File: config.mk
export PLATFORM = sky130hd
export DESIGN_NAME = data_mem_responder
export DESIGN_NICKNAME = d
export VERILOG_FILES = /design/src/rtl/mem_pkg.sv /design/src/rtl/mem_lane_align.sv /design/src/rtl/data_mem_responder.sv
export SDC_FILE = /design/constraint.sdc
export NUM_CORES = 2
export LEC_CHECK = 0
export ABC_CLOCK_PERIOD_IN_PS = 41100
export BUFFER_PORTS_ARGS = -buffer_cell sky130_fd_sc_hd__buf_2
export CORE_UTILIZATION = 63
export DETAILED_ROUTE_END_ITERATION = 7
export HOLD_SLACK_MARGIN = 0.08
export PLACE_DENSITY = 0.78
export SETUP_SLACK_MARGIN = 0.02
export SLEW_MARGIN = 15
export SYNTH_ARGS = -nofsm -noshare
export SYNTH_HDL_FRONTEND = slang
export SYNTH_SLANG_ARGS = --single-unit
File: constraint.sdc
create_clock -name clk -period 41.1 [get_ports clk]
set_input_delay 0 -clock clk [delete_from_list [all_inputs] [get_ports clk]]
set_output_delay 0 -clock clk [all_outputs]
set_load 0.02 [all_outputs]
File: src/rtl/mem_pkg.sv
// Shared types and helpers for the data-memory responder and its lane aligner.
package mem_pkg;

    typedef enum logic [1:0] {
        SZ_B    = 2'd0,
        SZ_H    = 2'd1,
        SZ_W    = 2'd2,
        SZ_RSVD = 2'd3
    } mem_size_e;

    typedef enum logic [1:0] {
        IDLE = 2'd0,
        WAIT = 2'd1,
        RESP = 2'd2
    } resp_state_e;

    localparam int CNT_W = 4;

    // Misaligned, reserved-size or out-of-range requests are rejected.
    function automatic logic req_error(input logic [31:0] addr,
                                       input logic [1:0]  size,
                                       input logic [29:0] limit);
        logic e;
        case (size)
            2'd0:    e = 1'b0;
            2'd1:    e = addr[0];
            2'd2:    e = (addr[1:0] != 2'b00);
            default: e = 1'b1;
        endcase
        return e | (addr[31:2] >= limit);
    endfunction

endpackage

File: src/rtl/mem_lane_align.sv
// Little-endian lane steering: store byte enables / replicated lanes, and
// load extraction with sign or zero extension. Purely combinational.
module mem_lane_align
    import mem_pkg::*;
(
    input  logic [1:0]  addr_lo,
    input  mem_size_e   size,
    input  logic        is_unsigned,
    input  logic [31:0] wdata,
    input  logic [31:0] rword,
    output logic [31:0] lane_wdata,
    output logic [3:0]  byte_en,
    output logic [31:0] rdata
);

    logic [31:0] shifted_s;

    // Lane generation for stores and extraction/extension for loads.
    always_comb begin
        lane_wdata = 32'd0;
        byte_en    = 4'b0000;
        rdata      = 32'd0;
        shifted_s  = rword >> {addr_lo, 3'b000};
        case (size)
            SZ_B: begin
                byte_en    = 4'b0001 << addr_lo;
                lane_wdata = {4{wdata[7:0]}};
                if (is_unsigned) begin
                    rdata = {24'd0, shifted_s[7:0]};
                end else begin
                    rdata = {{24{shifted_s[7]}}, shifted_s[7:0]};
                end
            end
            SZ_H: begin
                byte_en    = addr_lo[1] ? 4'b1100 : 4'b0011;
                lane_wdata = {2{wdata[15:0]}};
                if (is_unsigned) begin
                    rdata = {16'd0, shifted_s[15:0]};
                end else begin
                    rdata = {{16{shifted_s[15]}}, shifted_s[15:0]};
                end
            end
            SZ_W: begin
                byte_en    = 4'b1111;
                lane_wdata = wdata;
                rdata      = rword;
            end
            default: begin
                byte_en    = 4'b0000;
                lane_wdata = 32'd0;
                rdata      = 32'd0;
            end
        endcase
    end

endmodule

File: src/rtl/data_mem_responder.sv
// Data-memory responder: valid/ready request port, fixed-latency response,
// byte-enabled word array with little-endian lane steering.
module data_mem_responder
    import mem_pkg::*;
#(
    parameter int ENTRY_COUNT = 32,
    parameter int LATENCY     = 2
) (
    input  logic        clk,
    input  logic        rst,
    input  logic        req_valid,
    output logic        req_ready,
    input  logic        req_we,
    input  logic [31:0] req_addr,
    input  logic [31:0] req_wdata,
    input  logic [1:0]  req_size,
    input  logic        req_unsigned,
    output logic        resp_valid,
    output logic [31:0] resp_rdata,
    output logic        resp_err
);

    localparam int             IDX_W     = $clog2(ENTRY_COUNT);
    localparam logic [29:0]    ENTRY_LIM = 30'(ENTRY_COUNT);
    localparam logic [CNT_W-1:0] WAIT_LOAD =
        (LATENCY > 1) ? CNT_W'(LATENCY - 2) : {CNT_W{1'b0}};

    resp_state_e      state_r, next_state_s;
    logic [CNT_W-1:0] cnt_r, cnt_next_s;
    logic             ready_r, resp_valid_r, resp_err_r;
    logic [31:0]      resp_rdata_r;
    logic             accept_s;

    logic             hold_we_r, hold_uns_r;
    logic [31:0]      hold_addr_r, hold_wdata_r;
    logic [1:0]       hold_size_r;

    logic             sel_we_s, sel_uns_s;
    logic [31:0]      sel_addr_s, sel_wdata_s;
    logic [1:0]       sel_size_s;

    logic             err_s, in_range_s, mem_we_s;
    logic [31:0]      rword_s, lane_wdata_s, rdata_ext_s;
    logic [3:0]       byte_en_s;
    logic [IDX_W-1:0] word_idx_s;
    logic [31:0]      mem_r [ENTRY_COUNT];

    assign accept_s   = req_valid && ready_r;
    assign req_ready  = ready_r;
    assign resp_valid = resp_valid_r;
    assign resp_rdata = resp_rdata_r;
    assign resp_err   = resp_err_r;

    // In WAIT the held request drives the datapath; otherwise the live one
    // (a store or a LATENCY==1 load completes on its acceptance edge).
    always_comb begin
        if (state_r == WAIT) begin
            sel_we_s    = hold_we_r;
            sel_uns_s   = hold_uns_r;
            sel_addr_s  = hold_addr_r;
            sel_wdata_s = hold_wdata_r;
            sel_size_s  = hold_size_r;
        end else begin
            sel_we_s    = req_we;
            sel_uns_s   = req_unsigned;
            sel_addr_s  = req_addr;
            sel_wdata_s = req_wdata;
            sel_size_s  = req_size;
        end
    end

    // Error decode and guarded array read for the selected request.
    always_comb begin
        err_s      = req_error(sel_addr_s, sel_size_s, ENTRY_LIM);
        in_range_s = (sel_addr_s[31:2] < ENTRY_LIM);
        word_idx_s = sel_addr_s[IDX_W+1:2];
        mem_we_s   = accept_s && req_we && !err_s;
        if (in_range_s) begin
            rword_s = mem_r[word_idx_s];
        end else begin
            rword_s = 32'd0;
        end
    end

    mem_lane_align u_align (
        .addr_lo     (sel_addr_s[1:0]),
        .size        (mem_size_e'(sel_size_s)),
        .is_unsigned (sel_uns_s),
        .wdata       (sel_wdata_s),
        .rword       (rword_s),
        .lane_wdata  (lane_wdata_s),
        .byte_en     (byte_en_s),
        .rdata       (rdata_ext_s)
    );

    // Next-state and wait-counter logic.
    always_comb begin
        next_state_s = state_r;
        cnt_next_s   = cnt_r;
        case (state_r)
            IDLE, RESP: begin
                if (accept_s) begin
                    if (LATENCY == 1) begin
                        next_state_s = RESP;
                    end else begin
                        next_state_s = WAIT;
                        cnt_next_s   = WAIT_LOAD;
                    end
                end else begin
                    next_state_s = IDLE;
                end
            end
            WAIT: begin
                if (cnt_r == {CNT_W{1'b0}}) begin
                    next_state_s = RESP;
                end else begin
                    cnt_next_s = cnt_r - {{(CNT_W-1){1'b0}}, 1'b1};
                end
            end
            default: begin
                next_state_s = IDLE;
                cnt_next_s   = {CNT_W{1'b0}};
            end
        endcase
    end

    // State, counter and registered handshake/response outputs.
    always_ff @(posedge clk or posedge rst) begin
        if (rst) begin
            state_r      <= IDLE;
            cnt_r        <= {CNT_W{1'b0}};
            ready_r      <= 1'b1;
            resp_valid_r <= 1'b0;
            resp_err_r   <= 1'b0;
            resp_rdata_r <= 32'd0;
        end else begin
            state_r      <= next_state_s;
            cnt_r        <= cnt_next_s;
            ready_r      <= (next_state_s != WAIT);
            resp_valid_r <= (next_state_s == RESP);
            if (next_state_s == RESP) begin
                resp_err_r   <= err_s;
                resp_rdata_r <= (err_s || sel_we_s) ? 32'd0 : rdata_ext_s;
            end
        end
    end

    // Request capture for multi-cycle latencies.
    always_ff @(posedge clk or posedge rst) begin
        if (rst) begin
            hold_we_r    <= 1'b0;
            hold_uns_r   <= 1'b0;
            hold_addr_r  <= 32'd0;
            hold_wdata_r <= 32'd0;
            hold_size_r  <= 2'd0;
        end else if (accept_s) begin
            hold_we_r    <= req_we;
            hold_uns_r   <= req_unsigned;
            hold_addr_r  <= req_addr;
            hold_wdata_r <= req_wdata;
            hold_size_r  <= req_size;
        end
    end

    // Word array with per-byte write enables; cleared by reset.
    always_ff @(posedge clk or posedge rst) begin
        if (rst) begin
            for (int i = 0; i < ENTRY_COUNT; i++) begin
                mem_r[i] <= 32'd0;
            end
        end else if (mem_we_s) begin
            for (int b = 0; b < 4; b++) begin
                if (byte_en_s[b]) begin
                    mem_r[word_idx_s][8*b +: 8] <= lane_wdata_s[8*b +: 8];
                end
            end
        end
    end

endmodule

### Yosys cells after proc, flatten, opt, wreduce, memory -nomap -nowiden

Cells that the tools add are included.

| word-level totals | value |
|---|---|
| bits in registers | 1133 |
| latch bits | 0 |
| bits in writable memories | 0 |
| ROM bits | 0 |
| input bits | 71 |
| output and inout port bits | 35 |
| word-level logic and storage cells | 114 |
| memories kept | 0 |

| operators by class | value |
|---|---|
| $add $sub $neg | 1 |
| multiply operators | 0 |
| divide/modulo/power cells | 0 |
| $lt $le $gt $ge | 4 |
| equality and inequality tests | 8 |
| shift-type cells | 2 |
| mux-type cells | 42 |
| bitwise logic cells | 2 |
| reduce and logical (&&, ||, !) cells | 12 |

Operators by type and width:

| kind | count |
|---|---|
| $mux W1024 | 7 |
| $bwmux W1024 | 4 |
| $demux W32 S5 | 4 |
| $mux W32 | 9 |
| $pmux W32 S3 | 2 |
| $bmux W32 S5 | 1 |
| $shr A32 B5 Y16 | 1 |
| $ge A30 B6 Y1 const B | 1 |
| $lt A30 B6 Y1 const B | 1 |
| $mux W24 | 1 |
| $mux W16 | 1 |
| $mux W4 | 3 |
| $pmux W4 S3 | 1 |
| $mux W8 | 1 |
| $pmux W4 S2 | 1 |
| $eq A2 B2 Y1 const B | 3 |
| $ge A6 B6 Y1 const B | 1 |
| $lt A6 B1 Y1 const B | 1 |
| $not A5 Y6 | 1 |
| $eq A2 B1 Y1 const B | 2 |
| $logic_and A1 B1 Y1 | 4 |
| $logic_not A2 Y1 | 2 |
| $logic_not A4 Y1 | 1 |
| $mux W2 | 2 |
| 13 further kinds | 16 |

### Depth between registers and ports, before layout

| depth | value |
|---|---|
| depth in word-level cells | 18 |
| depth in mapped cells | 14 |
| mapped depth without buffers | 11 |

### Hierarchy

From an unflattened synthesis, not the netlist that was laid out.

| unflattened totals | value |
|---|---|
| cell total of the unflattened synthesis | 4038 |
| area total of the unflattened synthesis | 51837.2 um^2 |

By module, submodules not included:

| module | instances | cells an instance | area an instance (um^2) | seq. area each (um^2) |
|---|---|---|---|---|
| data_mem_responder | 1 | 3851 | 50669.8 | 28353.4 |
| mem_lane_align | 1 | 187 | 1167.4 | 0.0 |

### Worst setup path after synthesis

No wires, ideal clock.

| path | value |
|---|---|
| path kind | register to register |
| start | reg cnt_r[0] |
| end | reg resp_rdata_r[25], in the netlist resp_rdata[25] |
| setup time | 0.068 ns |
| arrival | 2.547 ns |
| data required time | 41.032 ns |
| slack | 38.485 ns |
| stages on the path, launching flop included | 13 |
| path buffers | 1 |
| period minus slack after synthesis | 2.615 ns |
| path through | dfrtp_1 -> inv_1 -> ha_1 -> nor3b_1 -> nand2_1 -> inv_1 -> nand2b_1 -> nor3_4 -> and3_1 -> nand3_1 -> o221a_4 -> buf_6 -> nand2_1 |

| between the ends | value |
|---|---|
| word-level cells in the longest chain between the ends | 4 |

RTL lines:

| element | line | source |
|---|---|---|
| from (decl) | data_mem_responder.sv:29 | `logic [CNT_W-1:0] cnt_r, cnt_next_s;` |
| from (signal assigned) | data_mem_responder.sv:131 | `cnt_r <= {CNT_W{1'b0}};` |
| from (signal assigned) | data_mem_responder.sv:138 | `cnt_r <= cnt_next_s;` |
| $logic_not A4 Y1 | data_mem_responder.sv:114 | `if (cnt_r == {CNT_W{1'b0}}) begin` |
| $mux W2 | data_mem_responder.sv:114 |  |
| $pmux W2 S2 | data_mem_responder.sv:100 | `case (state_r)` |
| named net next_state_s[1] | data_mem_responder.sv:28 | `resp_state_e state_r, next_state_s;` |
| $eq A2 B2 Y1 | data_mem_responder.sv:141 | `if (next_state_s == RESP) begin` |
| to (signal assigned) | data_mem_responder.sv:143 | `resp_rdata_r <= (err_s \|\| sel_we_s) ? 32'd0 : rdata_ext_s;` |
| to (decl) | data_mem_responder.sv:31 | `logic [31:0] resp_rdata_r;` |

The timed path passes the listed nets, and every way through them passes these cells.
A chain may end at the register's enable or synchronous reset.

### Worst setup path in the final report

| path | value |
|---|---|
| start | reg state_r[0] |
| end | reg resp_rdata_r[8], in the netlist resp_rdata[8] |

| between the ends | value |
|---|---|
| word-level cells in the longest chain between the ends | 11 |
| elaborated cells between the ends (all ways) | 30 |
| classes of those cells | order compare: 2; eq/ne: 5; shift: 1; mux: 15; bitwise: 2; reduce/logical: 5 |

RTL lines:

| element | line | source |
|---|---|---|
| from (decl) | data_mem_responder.sv:28 |  |
| from (signal assigned) | data_mem_responder.sv:137 | `state_r <= next_state_s;` |
| parallel branches: the longest is 11 deep, another holds $lt A30 B6 Y1 | -- |  |

Parallel ways; which one is timed is not known. The select of a mux whose other input is x is not followed.

==> qor.csv <==
stage,metric,value,unit
drt,final wirelength,155000,um
logic_synthesis,synthesized instance count,5108,
critical_path,"Req. time, crit path",41720,ps
clock_network,Max clock buf depth,3,
clock_network,clock root buffer,clkbuf_16,
drt,Post-DRT Antenna Nets,0,
logic_synthesis,YS warnings,0,
drt,routed len/inst,25.0,um
power,P per Cell Area,46.9,nW/um2
finish,layout cell share with drive strength beyond 1,12.2,%
logic_synthesis,Post-synth EDFFs,0,
global_routing,largest net degree at the start of global routing,164,
drt,drt first pass iters,8,
logic_synthesis,Seq cells post-synth,1133,
placement,placed instance area,50000,um2
clock_network,CTS tree,built,
finish,"Core Util, Final",70.4,%
logic_synthesis,sequential share of the synthesized area,57.0,%
timing,Final Setup Violations,0,
hold_path,Hold Startpoint,req_valid,
outcome,status,"finished, final reports clean",
clock_network,CTS Buf Count,115,
finish,Nets,5130,
critical_path,Crit Path Class,reg2reg,
clock_network,Clock Pin Slew Worst Setup and Hold Paths,70,ps
critical_path,critical path peak fanout,55,
timing,Setup TNS Final,0,ps
placement,RD Place Congestion,0.924,
power,peak supply drop,0.0505,mV
placement,dpl hpwl,91000,um
die,Die ar.,80100,um2
run,number of max-cap violations,0,
finish,highest-count cells in the layout ignoring fill and taps,"1,132 x dfrtp_1, 758 x nor2_1, 754 x a21oi_1",
logic_synthesis,cell area after technology mapping,49800,um2
hold_path,hold path depth,4,
global_routing,GRT overflow,0,
timing,max_slew headroom,17.3,%
clock_network,htree depth,3,
power,Leak,24.8,nW
timing,clk_skew,53.1,ps
logic_synthesis,Synth Flop Type,dfrtp_1,
drt,Vias,41200,
timing,min Tclk post-route,5560,ps
timing,RSZ-0062 raised after global routing,false,
hold_path,worst min path class,in2reg,
finish,"leading cell type in the layout, fill and taps excluded",dfrtp_1,
finish,post-route insts no fill,6197,
global_routing,Global Route Usage Sum,38.7,%
global_routing,antenna violations before repair,5,
clock_network,CTS Sinks,1133,
logic_synthesis,"FFs w/ async S/R, synth",100,%
logic_synthesis,Synth cell types,74,
logic_synthesis,Post-Syn Nets,5181,
finish,fill count,5571,
finish,area grow syn2layout,10.2,%
die,Top-Level Pins,106,
die,Initial Util,63.9,%
die,core area,77800,um2
critical_path,startpoint class of the critical path,flop,
critical_path,Worst Setup SP,state_r[0],
die,die width,283,um
timing,worst slew pin tran,1230,ps
finish,final non-filler cell area,54800,um2
die,Die Y-Extent,283,um
timing,FMAX,0.180,GHz
critical_path,R2R Path Start,state_r[0],
drt,via/cell ratio,6.65,
critical_path,nature of the critical path endpoint,flop,
clock_network,clk_lat worst skew,710,ps
logic_synthesis,Syn Area/Cell,9.74,um2
placement,Inst Count DP,5893,
timing,final period utilization,13.5,%
critical_path,reg2reg path depth,12,
global_routing,vias in the first global route,39900,
critical_path,CP arrival,6170,ps
timing,"Hold Violations, Final",0,
placement,IO buf count,105,
global_routing,first-pass GRT wire length,240000,um
drt,drt drc,0,
die,Rows,102,
drt,DR iter-0 viols,5304,
timing,Max Transition Viols Final,0,
[kinds of logic (layout without fill, tap and decap cells)]
| group | count (synthesis) | in the layout | share of synthesized area, % |
|---|---|---|---|
| DFF | 1133 | 1133 | 57.0 |
| xor gates and xnor gates | 1 | 1 | 0.0176 |
| buffers and inverters | 466 | 510 | 4.93 |
| muxes | 143 | 143 | 3.12 |
| AOI/OAI and AO/OA | 1910 | 1910 | 21.1 |
| adders and majority gates | 2 | 2 | 0.0503 |
| and+or+nand+nor | 1453 | 1453 | 13.8 |
| other | 0 | 5 | 0 |
[power by group]
group / internal [mW] / switching, mW
Clock: 0.633 / 0.454
Combinational: 0.0894 / 0.261
Sequential: 1.13 / 0.00928
[critical path, stage by stage, from the launching register on]
cell and delay (ps):
dfrtp_1 630, nand2b_2 140, buf_4 330, a31oi_4 760
buf_4 710, buf_4 690, o22ai_1 140, o21ai_0 390
nand4_1 340, nor4_4 520, nor2_1 170, o22a_1 360
a31oi_1 230
[metrics by stage]
stage / power [mW] / hold WS (ps) / setup WS, ps
6_report: 2.57 / 104 / 35540
5_1_grt: 2.63 / 130 / 35480
4_1_cts: 2.56 / 80.9 / 35810
3_5_place_dp: 1.48 / 236 / 35840
3_3_place_gp: 1.48 / 233 / 35880
2_1_floorplan: 1.38 / 151 / 9190
[sequential cells by signal (all words and copies together) (netlist names)]
name,flops
hold_uns_r,1
mem_r,1024
hold_addr_r,32
resp_err,1
state_r,2
cnt_r,4
hold_size_r,2
resp_valid,1
resp_rdata,32
req_ready,1
hold_we_r,1
hold_wdata_r,32
[layout make-up]
class                      count  area [um2]  share of cell area (%)
clock buffer                 161        3370                    6.15
antenna                        5        12.5                  0.0228
inverter                      43         169                   0.308
sequential                  1133       28400                    51.7
clock inverter                51         556                    1.01
tap                         1040        1300                    2.37
timing repair buffer         255        1920                    3.50
multi-input combinational   3509       19100                    34.9
[per-layer routing]
layer,global-route usage [%],wire (um)
met1,52.0,58100
met5,0,0
met2,56.3,68200
met4,23.0,10100
met3,11.0,18500
[timing repair]
action	4_1_cts	5_1_grt
gates resized for setup	0	0
hold buffers	87	0
endpoints found under the hold margin	201	0
setup buffers	0	0
[worst paths after layout]
check	to	slack, ps
max	resp_rdata[8]	35540
min in group asynchronous	mem_r[453]	670
max in group asynchronous	mem_r[280]	37170
max reg2reg	resp_rdata[8]	35540
min	hold_addr_r[2]	100
min reg2reg	mem_r[836]	480
[synthesized netlist by cell type (5+ instances only)]
cell type / n / area share (%)
dfrtp_1: 1132 / 57
a21oi_1: 767 / 7.7
nor2_1: 762 / 5.7
o22ai_1: 521 / 6.6
o21ai_0: 422 / 4.2
nand2_1: 380 / 2.9
buf_2: 204 / 2.1
o21ai_1: 120 / 1.2
clkbuf_1: 113 / 0.85
buf_4: 79 / 1.2
mux2i_1: 71 / 1.4
mux2_2: 65 / 1.5
nor2_4: 61 / 1.4
nand3_1: 51 / 0.51
inv_1: 43 / 0.32
nor2_2: 36 / 0.45
nand4_1: 34 / 0.43
nor3_1: 32 / 0.32
nand3_4: 29 / 1.0
a22oi_1: 20 / 0.30
buf_6: 20 / 0.45
nor4_1: 15 / 0.19
nand2b_1: 9 / 0.11
a31oi_1: 8 / 0.10
or2_2: 8 / 0.10
a22o_1: 7 / 0.12
o21a_1: 7 / 0.11
o31ai_1: 6 / 0.091
buf_1: 5 / 0.038
Power figures use the tool's default switching activity.
